===== src/rtl/pipe_ctrl_pkg.sv =====
// rtl/pipe_ctrl_pkg.sv - shared constants and state encoding for the pipeline controller
package pipe_ctrl_pkg;

    localparam int STALL_PC  = 0;
    localparam int STALL_IF  = 1;
    localparam int STALL_ID  = 2;
    localparam int STALL_EX  = 3;
    localparam int STALL_MEM = 4;

    localparam int FLUSH_IFID = 0;
    localparam int FLUSH_IDEX = 1;

    localparam logic [4:0] STALL_NONE = 5'b00000;
    localparam logic [4:0] STALL_ALL  = 5'b11111;
    // Load-use: hold everything upstream of execute, bubble into execute
    localparam logic [4:0] STALL_LU   = 5'b00111;

    typedef enum logic [1:0] {
        CTRL_RUN      = 2'd0,
        CTRL_FLUSH    = 2'd1,
        CTRL_MEM_WAIT = 2'd2
    } ctrl_state_t;

endpackage


===== src/rtl/pipe_ctrl_hazard_detect.sv =====
// rtl/pipe_ctrl_hazard_detect.sv - combinational load-use hazard detection
module hazard_detect (
    input  logic       ex_is_load_i,
    input  logic [4:0] ex_reg_waddr_i,
    input  logic [4:0] id_rs1_addr_i,
    input  logic       id_rs1_re_i,
    input  logic [4:0] id_rs2_addr_i,
    input  logic       id_rs2_re_i,
    output logic       lu_o
);

    logic rs1_hit;
    logic rs2_hit;

    // x0 is never a real producer, so a load to x0 cannot create a hazard
    always_comb begin
        rs1_hit = id_rs1_re_i && (id_rs1_addr_i == ex_reg_waddr_i);
        rs2_hit = id_rs2_re_i && (id_rs2_addr_i == ex_reg_waddr_i);
        lu_o    = ex_is_load_i && (ex_reg_waddr_i != 5'd0) && (rs1_hit || rs2_hit);
    end

endmodule


===== src/rtl/pipe_ctrl.sv =====
// rtl/pipe_ctrl.sv - pipeline stall/flush/redirect controller with perf counters
module pipe_ctrl
    import pipe_ctrl_pkg::*;
#(
    parameter int FLUSH_CYCLES = 2,
    parameter int MEM_TIMEOUT  = 255,
    parameter int CNT_WIDTH    = 32
) (
    input  logic                 clk_i,
    input  logic                 rst_i,
    input  logic                 jump_enable_i,
    input  logic [31:0]          jump_addr_i,
    input  logic [4:0]           id_rs1_addr_i,
    input  logic                 id_rs1_re_i,
    input  logic [4:0]           id_rs2_addr_i,
    input  logic                 id_rs2_re_i,
    input  logic                 ex_is_load_i,
    input  logic [4:0]           ex_reg_waddr_i,
    input  logic                 mem_busy_i,
    output logic [4:0]           stall_o,
    output logic [1:0]           flush_o,
    output logic                 pc_load_o,
    output logic [31:0]          pc_load_addr_o,
    output logic                 bus_err_o,
    output logic [CNT_WIDTH-1:0] stall_cnt_o,
    output logic [CNT_WIDTH-1:0] flush_cnt_o
);

    localparam logic [2:0]  FLUSH_LOAD = 3'(FLUSH_CYCLES - 1);
    localparam logic [15:0] TMO_MAX    = 16'(MEM_TIMEOUT);

    ctrl_state_t state, state_n;
    logic [2:0]  fcnt, fcnt_n;
    logic [15:0] tcnt, tcnt_n;
    logic        lu;
    logic        jump_acc;
    logic        run_rules;

    hazard_detect u_hazard_detect (
        .ex_is_load_i   (ex_is_load_i),
        .ex_reg_waddr_i (ex_reg_waddr_i),
        .id_rs1_addr_i  (id_rs1_addr_i),
        .id_rs1_re_i    (id_rs1_re_i),
        .id_rs2_addr_i  (id_rs2_addr_i),
        .id_rs2_re_i    (id_rs2_re_i),
        .lu_o           (lu)
    );

    // Next-state and Mealy outputs; priority is mem_busy > jump > load-use
    always_comb begin
        state_n        = state;
        fcnt_n         = fcnt;
        tcnt_n         = tcnt;
        stall_o        = STALL_NONE;
        flush_o        = 2'b00;
        pc_load_o      = 1'b0;
        pc_load_addr_o = 32'd0;
        jump_acc       = 1'b0;
        // MEM_WAIT falls through to RUN handling on the cycle memory completes
        run_rules      = (state == CTRL_RUN) || (state == CTRL_MEM_WAIT && !mem_busy_i);

        case (state)
            CTRL_FLUSH: begin
                if (mem_busy_i) begin
                    stall_o = STALL_ALL;
                end else begin
                    flush_o[FLUSH_IFID] = 1'b1;
                    flush_o[FLUSH_IDEX] = 1'b1;
                    fcnt_n              = fcnt - 3'd1;
                    if (fcnt == 3'd1) begin
                        state_n = CTRL_RUN;
                    end
                end
            end
            CTRL_MEM_WAIT: begin
                if (mem_busy_i) begin
                    stall_o = STALL_ALL;
                    if (tcnt != TMO_MAX) begin
                        tcnt_n = tcnt + 16'd1;
                    end
                end else begin
                    tcnt_n  = 16'd0;
                    state_n = CTRL_RUN;
                end
            end
            default: begin
                if (mem_busy_i) begin
                    stall_o = STALL_ALL;
                    state_n = CTRL_MEM_WAIT;
                    tcnt_n  = 16'd1;
                end
            end
        endcase

        if (run_rules && !mem_busy_i) begin
            if (jump_enable_i) begin
                pc_load_o           = 1'b1;
                pc_load_addr_o      = jump_addr_i;
                flush_o[FLUSH_IFID] = 1'b1;
                flush_o[FLUSH_IDEX] = 1'b1;
                jump_acc            = 1'b1;
                if (FLUSH_CYCLES > 1) begin
                    state_n = CTRL_FLUSH;
                    fcnt_n  = FLUSH_LOAD;
                end
            end else if (lu) begin
                stall_o             = STALL_LU;
                flush_o[FLUSH_IDEX] = 1'b1;
            end
        end

        if (rst_i) begin
            stall_o        = STALL_NONE;
            flush_o        = 2'b00;
            pc_load_o      = 1'b0;
            pc_load_addr_o = 32'd0;
            jump_acc       = 1'b0;
        end
    end

    // State, counters and sticky timeout flag
    always_ff @(posedge clk_i) begin
        if (rst_i) begin
            state       <= CTRL_RUN;
            fcnt        <= 3'd0;
            tcnt        <= 16'd0;
            bus_err_o   <= 1'b0;
            stall_cnt_o <= '0;
            flush_cnt_o <= '0;
        end else begin
            state     <= state_n;
            fcnt      <= fcnt_n;
            tcnt      <= tcnt_n;
            bus_err_o <= bus_err_o || (tcnt_n == TMO_MAX);
            if (stall_o != STALL_NONE) begin
                stall_cnt_o <= stall_cnt_o + 1'b1;
            end
            if (jump_acc) begin
                flush_cnt_o <= flush_cnt_o + 1'b1;
            end
        end
    end

endmodule

===== config.mk =====
export PLATFORM = sky130hd
export DESIGN_NAME = pipe_ctrl
export DESIGN_NICKNAME = d
export VERILOG_FILES = /design/src/rtl/pipe_ctrl_pkg.sv /design/src/rtl/pipe_ctrl_hazard_detect.sv /design/src/rtl/pipe_ctrl.sv
export SDC_FILE = /design/constraint.sdc
export NUM_CORES = 1
export LEC_CHECK = 0
export BUFFER_PORTS_ARGS = -buffer_cell sky130_fd_sc_hd__buf_2
export CORE_ASPECT_RATIO = 1.75
export CORE_MARGIN = 3
export CORE_UTILIZATION = 25
export DETAILED_ROUTE_END_ITERATION = 8
export HOLD_SLACK_MARGIN = 0.1
export PLACE_DENSITY = 0.45
export SLEW_MARGIN = 20
export SYNTH_ARGS = -nofsm -noshare
export SYNTH_HDL_FRONTEND = slang
export SYNTH_HIERARCHICAL = 1
export SYNTH_SLANG_ARGS = --single-unit

===== constraint.sdc =====
create_clock -name clk_i -period 5.7 [get_ports clk_i]
set_input_delay 0.285 -clock clk_i [delete_from_list [all_inputs] [get_ports clk_i]]
set_output_delay 0.285 -clock clk_i [all_outputs]
set_load 0.1 [all_outputs]

# Yosys cells after proc, flatten, opt, wreduce, memory -nomap -nowiden
# Cells that the tools add are included.
[word_totals] elab_cells=63 ff_bits=86 in_bits=54
[classes] mux=33 addsub=4 reduce_logical=13 eq_ne=7
[ops] cell="$mux 32" count=3
[ops] cell="$add 32x1->32 const B" count=2
[ops] cell="$mux 16" count=3
[ops] cell="$pmux 16 s2" count=1
[ops] cell="$mux 5" count=5
[ops] cell="$mux 2" count=10
[ops] cell="$add 16x1->16 const B" count=1
[ops] cell="$eq 16x8->1 const B" count=1
[ops] cell="$ne 16x8->1 const B" count=1
[ops] cell="$mux 3" count=4
[ops] cell="$eq 5x5->1" count=2
[ops] cell="$reduce_bool 5->1" count=2
[ops] cell="$logic_and 1x1->1" count=6
[ops] cell="$mux 1" count=6
[ops] cell="$pmux 2 s2" count=1
[ops] cell="$eq 3x1->1 const B" count=1
[ops] cell="$logic_or 1x1->1" count=3
[ops] cell="$sub 3x1->3 const B" count=1
[ops] cell="$eq 2x1->1 const B" count=1
[ops] cell="$eq 2x2->1 const B" count=1
[ops] cell="$logic_not 2->1" count=1
[ops] cell="$logic_not 1->1" count=1

# Depth between registers and ports, before layout
# Gate-level depths: netlist of run 1.
[depth] ltp_word=9 ltp_mapped=12 ltp_nobuf=10

# Hierarchy
# Netlist of run 1, hierarchy kept.
[modules_own_cells] module="pipe_ctrl" area_per_inst_um2=4409.2 cells_each=543 instances=1
[modules_own_cells] module="hazard_detect" area_per_inst_um2=133.9 cells_each=17 instances=1

# Worst setup path before layout of run 1
# OpenSTA, ideal clock, no wires.
[synth_timing] path_type="reg2out" start="reg state[0]" end="out pc_load_addr_o[24]" required_time_ns=5.415 path_stages_with_launch=7 setup_slack_ns=2.290 arrival_time_ns=3.125 path_cell_list="dfxtp_1 -> inv_1 -> ha_1 -> o21ai_1 -> nor3_1 -> clkbuf_1 -> and2_1"
[synth_between] elab_chain_cells=6
[synth_lines] item="start: declaration" line_no="pipe_ctrl.sv:32" source="ctrl_state_t state, state_n;"
[synth_lines] item="start signal: assignment" line_no="pipe_ctrl.sv:131" source="state <= state_n;"
[synth_lines] item="$eq 2x2->1" line_no="pipe_ctrl.sv:60" source="run_rules = (state == CTRL_RUN) || (state == CTRL_MEM_WAIT && !mem_busy_i);"
[synth_lines] item="$logic_and 1x1->1" line_no="pipe_ctrl.sv:60"
[synth_lines] item="$logic_or 1x1->1 *" line_no="pipe_ctrl.sv:60"
[synth_lines] item="$logic_and 1x1->1 *" line_no="pipe_ctrl.sv:95" source="if (run_rules && !mem_busy_i) begin"
[synth_lines] item="$mux 32 *" line_no="pipe_ctrl.sv:95"
[synth_lines] item="$mux 32 *" line_no="pipe_ctrl.sv:112" source="if (rst_i) begin"
[synth_lines] item="end: declaration" line_no="pipe_ctrl.sv:23" source="output logic [31:0] pc_load_addr_o,"
# Every way passes the cells marked *; elsewhere a longest branch is shown, timed or not.

# Final worst setup path of run 1
[layout_timing] start="reg state[0]" end="reg bus_err_o"
[layout_between] elab_chain_cells=4
[layout_lines] item="$eq 2x2->1 or $eq 2x1->1 (tied branches)" line_no="pipe_ctrl.sv:62" source="case (state)"
[layout_lines] item="$pmux 16 s2 *" line_no="pipe_ctrl.sv:62"
[layout_lines] item="$eq 16x8->1 *" line_no="pipe_ctrl.sv:134" source="bus_err_o <= bus_err_o || (tcnt_n == TMO_MAX);"
[layout_lines] item="$logic_or 1x1->1 *" line_no="pipe_ctrl.sv:134"
[layout_lines] item="end signal: assignment" line_no="pipe_ctrl.sv:134"
[layout_lines] item="end: declaration" line_no="pipe_ctrl.sv:24" source="output logic bus_err_o,"
# Marked as above.
# A chain may end at the register's enable or synchronous reset.

==> results of run 1 <==
cell families after synthesis:
logic type | share of synthesized area, %
compound gates | 9.89
simple gates | 32.9
flops | 37.9
buf+inv | 4.08
mux | 0.661
fa+ha+maj | 2.20
xor+xnor | 12.3
power by group through the flow:
| stage | clock network [mW] | logic [mW] | registers, mW |
|---|---|---|---|
| after floorplan | 0 | 0.121 | 0.637 |
| after detailed placement | 0 | 0.177 | 0.625 |
| final | 0.603 | 0.176 | 0.611 |
| after global placement | 0 | 0.175 | 0.625 |
| after global routing | 0.650 | 0.188 | 0.611 |
| after CTS | 0.625 | 0.177 | 0.611 |
layout by cell type, fill, tap and decap left out, types with 8 or more instances in the layout:
cell,synthesis,layout
nor2_1,83,83
nor4_1,12,11
o21ai_1,14,14
clkbuf_16,0,9
ha_1,8,8
xnor2_1,27,27
dfxtp_1,86,86
and2_1,35,35
or3_1,15,15
a21oi_1,20,20
nor3_1,11,10
and3_1,21,21
nand3_1,23,23
buf_2,1,158
inv_1,19,19
xor2_1,37,37
nand2_1,48,48
nand4_1,12,12
per-layer routing:
layer / wire (µm) / up-vias
met5: 0 / -
met4: 415 / 0
met3: 579 / 26
met2: 7070 / 116
met1: 5140 / 2079
li1: - / 2226
cell usage after synthesis, types with 2 or more instances:
master / count
ha_1: 8
nand3_1: 23
o211ai_1: 2
o311ai_1: 4
nor2_1: 83
a22oi_1: 2
xnor2_1: 27
o311a_1: 2
dfxtp_1: 86
and2_1: 35
mux2i_1: 3
or3_1: 15
and4_1: 3
a21oi_1: 20
nand2b_1: 3
inv_1: 19
a21o_1: 2
or2_1: 2
nor4_2: 3
buf_4: 3
o21a_1: 3
nor3_1: 11
o21ai_0: 4
clkbuf_1: 19
and3_1: 21
nand4_1: 12
a211oi_1: 4
nand2_1: 48
nor4_1: 12
nor2b_1: 3
o21ai_1: 14
nand3b_1: 2
or4_1: 4
xor2_1: 37
a31oi_1: 2
state kept, by name, indices dropped and copies added, names as in the netlist, named ones only:
signal	flops
bus_err_o	1
fcnt	3
stall_cnt_o	32
tcnt	16
flush_cnt_o	32
state	1
cell type report:
| class | instances | area (µm²) | share of cell area [%] |
|---|---|---|---|
| repair buffers | 162 | 821 | 14.0 |
| well taps | 231 | 289 | 4.94 |
| multi-input cells | 430 | 2650 | 45.2 |
| flip-flops and latches | 86 | 1720 | 29.4 |
| clock buffers | 9 | 225 | 3.85 |
| clock inverters | 7 | 76.3 | 1.30 |
| inverters | 20 | 75.1 | 1.28 |
worst paths after layout:
path	from	endpoint	slack (ns)	cells past startpoint
worst max-delay path	state[0]	bus_err_o	2.52	9
worst min-delay path	mem_busy_i	register	0.38	3
worst max register to register	state[0]	bus_err_o	2.52	9
worst min register to register	fcnt[1]	fcnt[1]	0.50	2
metrics by stage:
| step | hold WS [ns] | utilization [%] | power (mW) |
|---|---|---|---|
| 5_1_grt | 0.416 | 33.1 | 1.45 |
| 3_3_place_gp | 0.484 | 31.3 | 0.799 |
| 2_1_floorplan | 0.479 | - | 0.757 |
| 3_5_place_dp | 0.501 | 31.3 | 0.802 |
| 4_1_cts | 0.383 | 33.1 | 1.41 |
| 6_report | 0.384 | 33.1 | 1.39 |
worst max-delay path: stages, from the launching register on:
cell      delay (ns)
dfxtp_1         0.40
inv_1           0.08
ha_1            0.41
nand3_1         0.41
o211ai_1        0.41
a22oi_1         0.17
nor3_1          0.27
nand3b_1        0.11
or4_1           0.52
o41ai_2         0.31
==> reports/metrics.yaml, run 1 <==
status: "complete, no violations"
die_width_um: 108
grtUsageTotal_pct: 13.1
ys.flop_type: "dfxtp_1"
post_cts_resized: 0
synth_edf_count: 0
slew_headroom_pct: 52.2
grt_pass1_wl_um: 21100
top_usage_layer: "met2"
avgSynthCellArea_um2: 8.11
synth_warnings: 6
finalSetupTns_ns: 0
worst_slack_ns: 2.52
synth_fp_nets: 622
htree_levels: 3
drtIter0Drc: 149
core_area_um2: 17700
drv_cap: 0
num_antenna_cells: 0
grt_use_met1_pct: 14.0
final_layout_size_suffix_gt1_share_pct: 26.3
ys_seq_elements: 86
gr-usage-met2_pct: 24.4
clock-sinks: 86
tightest_slew_ns: 0.717
use_met3_pct: 2.59
post_cts_buffers: 0
via_count: 4447
swShare_pct: 31.0
skew_ns: 0.0111
internal_power_mw: 0.959
power.switching_mw: 0.431
hp-class: "in -> reg"
die_area_um2: 19900
async_flop_share_pct: 0
pre_cts_slack_ns: 2.56
synth_top_area_share_pct: 37.9
cts_hold_buf: 0
synth_seq_area_share_pct: 37.9
period_needed_ns: 3.18
yosysUniqueCellTypes: 54
clockPowerShare_pct: 43.4
place.gp.congestion: 0.817
dpl.cell_count: 929
final_net_count: 771
power.density_nw_per_um2: 237
crit_path_max_fanout: 12
synth_area_leaders: "dfxtp_1 (38%), xor2_1 (7.1%), nor2_1 (6.9%)"
area.growth.synth_to_final_pct: 28.9
remaining_drc_errors: 0
initial_utilization_pct: 25.7
ant_nets: 0
clkSlewWorstSetupHoldPaths_ns: 0.07
finalMaxSlewViolations: 0
rows: 64
synth_area_leader_cell: "dfxtp_1"
grt_pass1_vias: 4332
viasPerCell: 4.71
synth_cells: 560
antenna_found_initial: 0
die_h_um: 184
period_share_pct: 55.9
design_area_um2: 5860
comb_power_share_pct: 12.7
hold_violations: 0
path_class: "reg -> reg"
clock-root-buffer: "clkbuf_16"
critPathArrivalTime_ns: 3.44
setup_viol: 0
numPortBuffers: 158
grt_max_degree: 56
fill_cells: 1908
place_hpwl_um: 9940
p_leak_nw: 2.54
grt_overflow: 0
fmax_mhz: 314
irDropWorstVdd_mv: 0.130
cts_max_path_buffers: 2
crit_required_ns: 5.95
endpoint_kind: "register"
p_seq_share_pct: 43.9
insertion_delay_ns: 0.35
wire_per_inst_um: 14.0
placed_area_um2: 5550
postRouteWirelength_um: 13200
cts_tree: "yes"
synth_area_um2: 4540
rsz0062_at_grt: "no"
worstSetupStartpointType: "register"
drtPass1Iterations: 4
num_io_pins: 159
fin_cells: 945
cts_made_buffers: 9
Power figures use the tool's default switching activity.
==> run 2, diff against run 1 <==
--- a/config.mk
+++ b/config.mk
@@ -11,7 +11,7 @@
 export CORE_UTILIZATION = 25
 export DETAILED_ROUTE_END_ITERATION = 8
 export HOLD_SLACK_MARGIN = 0.1
-export PLACE_DENSITY = 0.45
+export PLACE_DENSITY = 0.46
 export SLEW_MARGIN = 20
 export SYNTH_ARGS = -nofsm -noshare
 export SYNTH_HDL_FRONTEND = slang
==> constraint.sdc (replaced) <==
create_clock -name clk_i -period 2.7 [get_ports clk_i]
set_input_delay 0.135 -clock clk_i [delete_from_list [all_inputs] [get_ports clk_i]]
set_output_delay 0.135 -clock clk_i [all_outputs]
set_load 0.1 [all_outputs]
==> run 2 against run 1 <==
  * Global-route usage up 0.56 points
  * Critical endpoint unchanged
  * Via count up 4.7%
  * Maximum frequency up 20%
  * Flip-flop and latch count unchanged
  * First-iteration DRC count up 37%
  * Power up 110%
  * Sequential share of layout area down 2.2 points
  * Wire length up 4.3%
  * Setup slack worse by 2.5 ns
  * Core utilization up 3.1 points
  * Critical path depth down 1
  * Die area unchanged
==> reports/metrics.yaml, run 2 (same netlist as run 1, synthesis figures left out) <==
cts_made_buffers: 9  # unchanged
final_cell_mix: "buf_2 (128), nor2_1 (82), dfxtp_1 (70), buf_4 (55), nand2_1 (48)"
num_antenna_cells: 0  # unchanged
top_regs: "flush_cnt_o: 32 flops, stall_cnt_o: 32 flops, tcnt: 16 flops"
slew_headroom_pct: 65.6  # +13 points
fmax_mhz: 376  # +20%
grt_overflow: 0  # unchanged
setup_viol: 0  # unchanged
die_width_um: 108  # unchanged
worstSetupStartpointType: "register"
grt_pass1_vias: 4623  # +6.7%
irDropWorstVdd_mv: 0.296  # +130%
cts_tree: "yes"
design_area_um2: 6410  # +9.4%
wire_per_inst_um: 13.8  # -1.1%
rr_worst_depth: 8  # -1
tightest_slew_ns: 0.520  # -0.198 ns
postRouteWirelength_um: 13800  # +4.3%
finalMaxSlewViolations: 0  # unchanged
cts_max_path_buffers: 2  # unchanged
core_area_um2: 17700  # unchanged
viasPerCell: 4.67  # -0.76%
clkSlewWorstSetupHoldPaths_ns: 0.07  # about the same
grt_max_degree: 43  # -23%
htree_levels: 3  # unchanged
crit_path_max_fanout: 6  # -6
crit_start: "tcnt[12]"
critPathArrivalTime_ns: 2.91  # -0.53 ns
skew_ns: 0.00964  # -0.00143 ns
place_hpwl_um: 10700  # +7.6%
power_mw: 2.96  # +110%
clock-root-buffer: "clkbuf_16"
ant_nets: 0  # unchanged
placed_area_um2: 5950  # +7.2%
num_io_pins: 159  # unchanged
p_leak_nw: 2.79  # +10%
r2r_start: "tcnt[12]"
period_needed_ns: 2.66  # -0.525 ns
hold_violations: 0  # unchanged
numPortBuffers: 158  # unchanged
rr_endpoint: "bus_err_o"
multi_input_area_um2: 2720  # +2.6%
area.sequential_um2: 1740  # +1.2%
period_share_pct: 98.5  # +43 points
drv_cap: 0  # unchanged
drtIter0Drc: 204  # +37%
die_area_um2: 19900  # unchanged
insertion_delay_ns: 0.35  # about the same
cts_hold_buf: 0  # unchanged
rsz0062_at_grt: "yes"
remaining_drc_errors: 0  # unchanged
final_common_cell: "buf_2"
place.gp.congestion: 0.852  # +4.2%
drtPass1Iterations: 4  # unchanged
final_net_count: 823  # +6.7%
grtUsageTotal_pct: 13.7  # +0.56 points
endpoint_kind: "register"
finalSetupTns_ns: 0  # unchanged
grt_pass1_wl_um: 21900  # +4.1%
hp-class: "in -> reg"
antenna_found_initial: 0  # unchanged
power.density_nw_per_um2: 462  # +95%
initial_utilization_pct: 25.7  # unchanged
final_layout_size_suffix_gt1_share_pct: 35.8  # +9.4 points
crit_end: "bus_err_o"
die_h_um: 184  # unchanged
crit_required_ns: 2.95  # -3.00 ns
rows: 64  # unchanged
path_class: "reg -> reg"
fill_cells: 1867  # -2.1%
postLayoutCoreUtil_pct: 36.2  # +3.1 points
area.growth.synth_to_final_pct: 41.0
clock-sinks: 86  # unchanged
via_count: 4656  # +4.7%
status: "complete, no violations"
reg2reg_slack_ns: 0.04  # -2.48 ns
## run 2: cell count changes in the layout (fill, tap and decap cells not counted), moves of 6 or more
cell      before  now
and2_2         0    6
and2_1        35   29
buf_2        158  128
clkbuf_4       0   30
dfxtp_1       86   70
buf_4          4   55
dfxtp_2        0   16
## run 2: power breakdown
part	internal (mW)	total [mW]	switching, mW
Sequential	1.28	1.29	0.00925
Clock	0.657	1.25	0.596
Combinational	0.126	0.423	0.297
## run 2: how the worst min path moves through the flow
stage	from	end	slack, ns	cells past startpoint
finish	mem_busy_i	register	0.25	3
global route	mem_busy_i	register	0.26	3
CTS	mem_busy_i	register	0.24	3
detailed placement	stall_cnt_o[1]	stall_cnt_o[1]	0.50	2
global placement	stall_cnt_o[5]	stall_cnt_o[5]	0.48	2
floorplan	fcnt[1]	fcnt[1]	0.48	2
## run 2: layer usage
layer	track usage (%)	wire length, µm
met5	0	0
met4	5.76	374
met3	2.80	679
met2	26.3	7490
met1	14.1	5230
## run 2: final cells by class
class / instances / share of cell area, %
Clock buffer: 9 / 3.51
Clock inverter: 7 / 1.11
Inverter: 20 / 1.17
Multi-Input combinational cell: 430 / 42.4
Sequential cell: 86 / 27.2
Tap cell: 231 / 4.51
Timing Repair Buffer: 214 / 20.1
## run 2: metrics by stage
| stage | worst slack [ns] | hold WS, ns | instances |
|---|---|---|---|
| 2_1_floorplan | -0.102 | 0.479 | 560 |
| 3_3_place_gp | -0.106 | 0.475 | 977 |
| 3_5_place_dp | -0.117 | 0.495 | 977 |
| 4_1_cts | 0.102 | 0.241 | 995 |
| 5_1_grt | -0.0443 | 0.263 | 997 |
| 6_report | 0.0409 | 0.249 | 997 |
## run 2: what timing repair did
action,in CTS,in global routing
pin swaps,2,3
gates cloned,0,0
gates resized for setup,3,39
setup endpoints to repair,1,34
setup buffers,2,2
## run 2: critical path, cell delays in order (launching register included)
cell and delay, ns:
dfxtp_1 0.32, or4_4 0.55, nor4_4 0.28, buf_4 0.19, nor4_2 0.05, nor4_2 0.25
nand3b_1 0.13, or4_4 0.51, o41ai_4 0.28
